[src/rtl/axis_fork_pipe.sv]
// -----------------------------------------------------------------------------
// axis_fork_pipe
// Forks one AXI-Stream word of 2*WIDTH bits onto two independent AXI-Stream
// outputs. The low half goes to data1_o and the high half goes to data2_o.
// Each output has its own DEPTH-entry FIFO. Either consumer can stall without
// stalling the other until its own FIFO fills.
//
// Parameters
//   WIDTH  bits per output half (the input is 2*WIDTH bits)
//   DEPTH  entries per output FIFO (a power of two, >= 2)
//
// Ports
//   aclk, areset                  clock; asynchronous active-high reset
//   data_i_tdata/tvalid/tready    input stream {high, low}
//   data1_o_tdata/tvalid/tready   low-half output stream
//   data2_o_tdata/tvalid/tready   high-half output stream
//   stat_words, stat_stalls       optional 32-bit counters (AXIS_FORK_STATS_EN):
//                                 input handshakes, and cycles stalled at the input
//
// Optional feature macro: AXIS_FORK_STATS_EN
// -----------------------------------------------------------------------------
module axis_fork_pipe #(
    parameter int WIDTH = 8,
    parameter int DEPTH = 2
) (
    input  logic               aclk,
    input  logic               areset,
    input  logic [2*WIDTH-1:0] data_i_tdata,
    input  logic               data_i_tvalid,
    output logic               data_i_tready,
    output logic [WIDTH-1:0]   data1_o_tdata,
    output logic               data1_o_tvalid,
    input  logic               data1_o_tready,
    output logic [WIDTH-1:0]   data2_o_tdata,
    output logic               data2_o_tvalid,
    input  logic               data2_o_tready
`ifdef AXIS_FORK_STATS_EN
    ,
    output logic [31:0]        stat_words,
    output logic [31:0]        stat_stalls
`endif
);

    localparam int PW = (DEPTH > 1) ? $clog2(DEPTH) : 1;
    localparam int CW = $clog2(DEPTH + 1);

    // Input ready is registered from the next-state FIFO counts. This keeps it
    // low during reset and removes any path from the output readies.
    logic                  in_ready_q;
    logic                  push;
    logic [1:0]            out_ready;
    logic [1:0]            out_valid;
    logic [1:0]            full_d;
    logic [1:0][WIDTH-1:0] out_data;

    // A word is pushed into both FIFOs at once, or into neither.
    assign push      = data_i_tvalid && in_ready_q;
    assign out_ready = {data2_o_tready, data1_o_tready};

    genvar gi;
    generate
        for (gi = 0; gi < 2; gi++) begin : g_fifo
            logic [WIDTH-1:0] mem_q [DEPTH];
            logic [PW-1:0]    wr_ptr_q, wr_ptr_d;
            logic [PW-1:0]    rd_ptr_q, rd_ptr_d;
            logic [CW-1:0]    count_q, count_d;
            logic [WIDTH-1:0] tdata_q, tdata_d;
            logic [WIDTH-1:0] wdata;
            logic             pop;

            assign wdata = data_i_tdata[gi*WIDTH +: WIDTH];
            assign pop   = (count_q != '0) && out_ready[gi];

            always_comb begin
                rd_ptr_d = rd_ptr_q + PW'(pop);
                wr_ptr_d = wr_ptr_q + PW'(push);
                count_d  = count_q + CW'(push) - CW'(pop);
                tdata_d  = tdata_q;
                // The output register always holds the next head. If the word
                // being written now becomes the head (FIFO empty after this
                // cycle's pop), it bypasses the array.
                if (count_d != '0) begin
                    if (push && (wr_ptr_q == rd_ptr_d)) begin
                        tdata_d = wdata;
                    end else begin
                        tdata_d = mem_q[rd_ptr_d];
                    end
                end
            end

            always_ff @(posedge aclk) begin
                if (push) begin
                    mem_q[wr_ptr_q] <= wdata;
                end
            end

            always_ff @(posedge aclk or posedge areset) begin
                if (areset) begin
                    wr_ptr_q <= '0;
                    rd_ptr_q <= '0;
                    count_q  <= '0;
                    tdata_q  <= '0;
                end else begin
                    wr_ptr_q <= wr_ptr_d;
                    rd_ptr_q <= rd_ptr_d;
                    count_q  <= count_d;
                    tdata_q  <= tdata_d;
                end
            end

            assign full_d[gi]    = (count_d == CW'(DEPTH));
            assign out_valid[gi] = (count_q != '0);
            assign out_data[gi]  = tdata_q;
        end
    endgenerate

    always_ff @(posedge aclk or posedge areset) begin
        if (areset) begin
            in_ready_q <= 1'b0;
        end else begin
            in_ready_q <= !(|full_d);
        end
    end

    assign data_i_tready  = in_ready_q;
    assign data1_o_tdata  = out_data[0];
    assign data1_o_tvalid = out_valid[0];
    assign data2_o_tdata  = out_data[1];
    assign data2_o_tvalid = out_valid[1];

`ifdef AXIS_FORK_STATS_EN
    logic [31:0] stat_words_q, stat_stalls_q;

    always_ff @(posedge aclk or posedge areset) begin
        if (areset) begin
            stat_words_q  <= '0;
            stat_stalls_q <= '0;
        end else begin
            if (push) begin
                stat_words_q <= stat_words_q + 32'd1;
            end
            if (data_i_tvalid && !in_ready_q) begin
                stat_stalls_q <= stat_stalls_q + 32'd1;
            end
        end
    end

    assign stat_words  = stat_words_q;
    assign stat_stalls = stat_stalls_q;
`endif

endmodule

[config.mk]
export PLATFORM = sky130hd
export DESIGN_NAME = axis_fork_pipe
export DESIGN_NICKNAME = d
export VERILOG_FILES = /design/src/rtl/axis_fork_pipe.sv
export SDC_FILE = /design/constraint.sdc
export NUM_CORES = 1
export LEC_CHECK = 0
export BUFFER_PORTS_ARGS = -buffer_cell sky130_fd_sc_hd__buf_4
export CORE_MARGIN = 2
export CORE_UTILIZATION = 25
export CTS_CLUSTER_SIZE = 16
export DETAILED_ROUTE_END_ITERATION = 10
export PLACE_DENSITY = 0.48
export RECOVER_POWER = 50
export SLEW_MARGIN = 10
export SYNTH_ARGS = -nofsm -noshare
export SYNTH_HDL_FRONTEND = slang
export SYNTH_SLANG_ARGS = --single-unit
export TNS_END_PERCENT = 50
[constraint.sdc]
create_clock -name aclk -period 3.3 [get_ports aclk]
set_clock_uncertainty 0.05 [all_clocks]
set_input_delay 0.495 -clock aclk [delete_from_list [all_inputs] [get_ports aclk]]
set_output_delay 0.495 -clock aclk [all_outputs]
set_load 0.02 [all_outputs]
# After elaboration in Yosys (flattened, before gate mapping)
# Memory sizes are Yosys's and may differ from the RTL's. A register that Yosys moved wholly into a read port is not among the register bits.
# Cells that the tools add are included.
[word_totals]
ff_bits = 9
mem_bits_rw = 32
memories = 2
[op_classes]
add_sub_neg = 8
eq_ne = 2
n_mux = 2
n_reduce_logical = 9
[memory_table]
columns = ["name", "words", "width", "rd", "rd_ports_with_merged_regs", "wr", "line", "text"]
rows = [
  ["g_fifo[0].mem_q", 2, 8, 1, 1, 1, "63", "logic [WIDTH-1:0] mem_q [DEPTH];"],
  ["g_fifo[1].mem_q", 2, 8, 1, 1, 1, "63", ""],
]
[ops]
columns = ["cell", "n"]
rows = [
  ["nonzero test 2 bit", 4],
  ["adder 1 bit", 4],
  ["adder 2 x 1 -> 2 bit", 2],
  ["== test 2 bit (second input constant)", 2],
  ["subtractor 2 x 1 -> 2 bit", 2],
  ["logical AND 1 bit", 3],
  ["two-way mux 1 bit", 2],
  ["OR reduction 2 bit", 1],
  ["logical NOT 1 bit", 1],
]

# Depth between registers and ports, before layout
[logic_depth]
ltp_word = 6
mapped_depth = 9
ltp_nobuf = 8

# Least setup slack after synthesis
# Ideal clock, no wire load.
[synth_timing]
path_kind = "input to register"
start = "input data2_o_tready"
end = "register g_fifo[1].tdata_q[1], in the netlist data2_o_tdata[1] (read register of g_fifo[1].mem_q)"
t_arrival_ps = 2082
t_required_ps = 3156
path_slack_ps = 1074
cell_stages = 9
path_buffers = 1
path_cell_list = "o21a_1 > ha_1 > inv_1 > ha_1 > xor3_1 > nand2b_4 > buf_6 > o21a_4 > a221oi_2"
[synth_via]
elab_chain_cells = 3
elab_cells_between_ends = 4
classes_between = "add/sub: 2; reduce/logical: 2"
[synth_lines]
columns = ["element", "line", "text"]
rows = [
  ["from (decl)", "36", "input logic data2_o_tready"],
  ["logical AND 1 bit", "72", "assign pop = (count_q != '0) && out_ready[gi];"],
  ["subtractor 2 x 1 -> 2 bit", "77", "count_d = count_q + CW'(push) - CW'(pop);"],
  ["named net g_fifo[1].count_d[1]", "66", "logic [CW-1:0] count_q, count_d;"],
  ["nonzero test 2 bit", "82", "if (count_d != '0) begin"],
  ["to (decl)", "67", "logic [WIDTH-1:0] tdata_q, tdata_d;"],
]
# The timed path passes the listed nets, and every way through them passes these cells.

# Final worst setup path
[layout_timing]
start = "register g_fifo[0].count_q[1]"
end = "register g_fifo[0].tdata_q[4], in the netlist data1_o_tdata[4] (read register of g_fifo[0].mem_q)"
[layout_via]
elab_chain_cells = 4
elab_cells_between_ends = 6
classes_between = "add/sub: 3; reduce/logical: 3"
[layout_lines]
columns = ["element", "line", "text"]
rows = [
  ["from (decl)", "66", ""],
  ["from (signal assigned)", "106", "count_q <= count_d;"],
  ["branches (longest 2 deep; another with adder 2 x 1 -> 2 bit)", "--", ""],
  ["subtractor 2 x 1 -> 2 bit (*)", "77", ""],
  ["named net g_fifo[0].count_d[1]", "66", ""],
  ["nonzero test 2 bit (*)", "82", ""],
  ["to (decl)", "67", ""],
]
# Mark *: on every way through the listed nets, which the timed path passes.

==> out/qor.tcl <==
set qor(outcome) {complete, no violations}
set qor(seq_area_frac_synth) 0.622
set qor(yosysMostFrequentCell) {edfxtp_1}
set qor(fmax_mhz) 407
set qor(final.setup.tns_ns) 0
set qor(io_pins) 40
set qor(ff2ff_path_depth) 8
set qor(die_width_um) 105
set qor(initial_core_util) 0.259
set qor(critPathMaxFanout) 9
set qor(final_min_period_over_clock_period) 0.745
set qor(hold_class) {in2reg}
set qor(ys.warnings.count) 0
set qor(grt_setup_unrepaired) {no}
set qor(synth.mux.area_fraction) 0.0627
set qor(yosys_register_bits) 57
set qor(count_of_maximum_capacitance_violations) 0
set qor(critical_path.top_delay_family) {compound AO/OA/AOI/OAI gates}
set qor(drt-met1-wl_um) 2270
set qor(cts.path.max_buffers) 2
set qor(design.die.area_um2) 11000
set qor(layout-drive-gt1-share) 0.250
set qor(worst_r2r_startpoint) {g_fifo[0].count_q[1]}
set qor(synthesized_net_count) 196
set qor(yosysTopAreaCellShare) 0.376
set qor(dr_total_vias) 1430
set qor(clkTransAtPathRegs_ns) 0.06
set qor(overflow) 0
set qor(finish.net_count) 244
set qor(max-vdd-ir-drop_mv) 0.318
set qor(filler_cell_count) 1012
set qor(grt_antenna_before_repair) 0
set qor(post_synth_fa_ha_maj_area_fraction) 0.0392
set qor(insertion_delay_ns) 0.34
set qor(clkSinkCount) 57
set qor(critical_path.endpoint_type) {register}
set qor(synth-edff-count) 32
set qor(r2r_slack_ns) 0.84
set qor(synth_top_cell_by_area) {edfxtp_1}
set qor(min_from) {data_i_tdata[10]}
set qor(cp_common_cell) {ha_1}
set qor(leakage_power_nw) 1.27
set qor(synth_area_leaders) {edfxtp_1 (38%), dfrtp_1 (25%), a221oi_2 (8.2%)}
set qor(grt_start_max_net_pins) 26
set qor(ys.flop_type) {edfxtp_1}
set qor(worstPathCellList) {o21a_2 > ha_1 > inv_1 > ha_1 > xor3_1 > nand2b_1 > o21a_4 > a221oi_2}
set qor(finish.cell_count_without_fillers) 353
set qor(timing.final.crit_period_ns) 2.46
set qor(synth_cell_type_count) 24
set qor(htree_depth) 3
set qor(met3_wirelength_um) 178
set qor(synthesis.instances) 167
set qor(ant_nets) 0
set qor(groute.usage.overall) 0.0987
set qor(vias_in_the_first_global_route) 1556
set qor(postSynth.asyncResetShare) 0.439
set qor(synth_compound_gate_area_share) 0.111
set qor(finalSetupViolCount) 0
set qor(postRouteWirelength_um) 4910
set qor(numPortBuffers) 39
set qor(power.density_cell_area_nw_per_um2) 1200
set qor(drtIter0Drc) 61
set qor(number_of_buffers_inserted_by_post_cts_setup_repair) 0
set qor(slowest_stage) {dfrtp_1}
set qor(cts_hold_buf) 0
set qor(die-height_um) 105
set qor(core_area_um2) 9860
set qor(met2_length_um) 2300
set qor(yosys.area_share.xor_xnor) 0.0569
set qor(r2r-end) {data1_o_tdata[4]}
set qor(critical_path_required_ns) 3.49
set qor(final_max_slew_viol_count) 0
set qor(post-route-drc-count) 0
set qor(max_stage_delay_ns) 0.40
set qor(synth_common_cells) {edfxtp_1 (32), inv_1 (28), dfrtp_1 (25), nor2_1 (18), mux2i_1 (16)}
set qor(setup.worst_path.start_class) {register}
set qor(finalWeightedCongestion) 0.666
set qor(routed_via_density) 4.05
set qor(post_synth_instance_area_um2) 2550
set qor(dr.max_layer_used) {met4}
set qor(hold_path_depth) 1
set qor(fp-row-count) 36
set qor(max_slew_margin) 0.155
set qor(drtPass1Iterations) 3
set qor(critPathArrivalTime_ns) 2.64
set qor(timing_worst_setup_path_type) {reg2reg}
set qor(synthesis.area_per_instance_um2) 15.3
set qor(yosys.area_share.simple) 0.0583
set qor(dp.cells) 337
set qor(antenna_cells) 0
set qor(master_cell_of_the_clock_root_buffer) {clkbuf_8}
set qor(area_growth_syn_to_layout_pct) 20.5
set qor(avgRoutedWirePerCell_um) 13.9
set qor(grt_first_pass_wirelength_um) 8100
set qor(tritoncts) {built}
set qor(final_report_hold_violation_count) 0
set qor(hold_end) {g_fifo[1].mem_q[0][2]}
set qor(worst-path-buf-inv) 1
set qor(cts_made_buffers) 9
set qor(worstMarginPinSlew_ns) 1.26
set qor(dominant_combinational_cell_family_by_area_after_synthesis) {compound AO/OA/AOI/OAI gates}
set qor(postCtsResizedCells) 0
set qor(dp_hpwl_um) 3310
==> sequential cells by signal (all words and copies together), names as in the netlist <==
name and cells:
data1_o_tdata 8, data2_o_tdata 8, data_i_tready 1, g_fifo.count_q 4
g_fifo.mem_q 32, g_fifo.rd_ptr_q 2, g_fifo.wr_ptr_q 2
==> per-layer routing <==
metal / track usage / up-vias
li1: - / 696
met1: 0.121 / 700
met2: 0.153 / 24
met3: 0.0218 / 10
met4: 0.0714 / 0
met5: 0 / -
==> where the power goes <==
part	internal [mW]	switching, mW	total (mW)
Combinational	0.779	1.05	1.83
Clock	0.421	0.278	0.698
Sequential	1.03	0.127	1.16
Total	2.23	1.45	3.68
==> worst max path at each step <==
| stage | startpoint | end | slack, ns | depth (start not counted) |
|---|---|---|---|---|
| 6_report | g_fifo[0].count_q[1] | data1_o_tdata[4] | 0.84 | 8 |
| 5_1_grt | g_fifo[0].count_q[1] | data1_o_tdata[4] | 0.67 | 8 |
| 4_1_cts | g_fifo[0].count_q[1] | data1_o_tdata[4] | 0.78 | 8 |
| 2_1_floorplan | data2_o_tready | data2_o_tdata[1] | 1.07 | 9 |
| 3_3_place_gp | data_i_tvalid | data1_o_tdata[5] | 0.65 | 8 |
| 3_5_place_dp | data_i_tvalid | data1_o_tdata[4] | 0.62 | 8 |
==> layout make-up <==
class / instances / area [um^2] / area share
Inverter: 28 / 105 / 0.0342
Clock buffer: 10 / 128 / 0.0415
Clock inverter: 6 / 82.6 / 0.0269
Timing Repair Buffer: 39 / 206 / 0.0671
Multi-Input combinational cell: 80 / 801 / 0.260
Tap cell: 133 / 166 / 0.0541
Sequential cell: 57 / 1590 / 0.516
==> through the flow <==
stage	power (mW)	worst slack, ns	hold WS, ns	util	cell area, um^2
2_1_floorplan	2.67	1.07	0.472	-	2550
3_3_place_gp	3.12	0.655	0.527	0.303	2990
3_5_place_dp	3.13	0.624	0.527	0.303	2990
4_1_cts	3.83	0.780	0.282	0.324	3200
5_1_grt	3.96	0.672	0.342	0.312	3080
6_report	3.68	0.842	0.334	0.312	3080
==> cells in the final DEF, fill, tap and decap left out, types with 8 or more instances in the layout <==
master,netlist,routed
buf_4,0,15
clkbuf_8,0,9
edfxtp_1,32,32
nor2_1,18,18
ha_1,8,8
dfrtp_1,25,25
mux2i_1,16,16
clkbuf_1,0,24
a221oi_2,14,14
inv_1,28,28
==> cells by family after synthesis <==
logic type	count (synthesis)
AOI/OAI and AO/OA	21
xor gates and xnor gates	8
adders and majority gates	8
buffers and inverters	30
DFF	57
muxes	16
and+or+nand+nor	27
==> worst reg2reg max path, cell delays in order (launching register included) <==
cell	delay, ns
dfrtp_1	0.40
o21a_2	0.27
ha_1	0.28
inv_1	0.06
ha_1	0.14
xor3_1	0.27
nand2b_1	0.36
o21a_4	0.28
a221oi_2	0.26
Power figures use the tool's default switching activity.
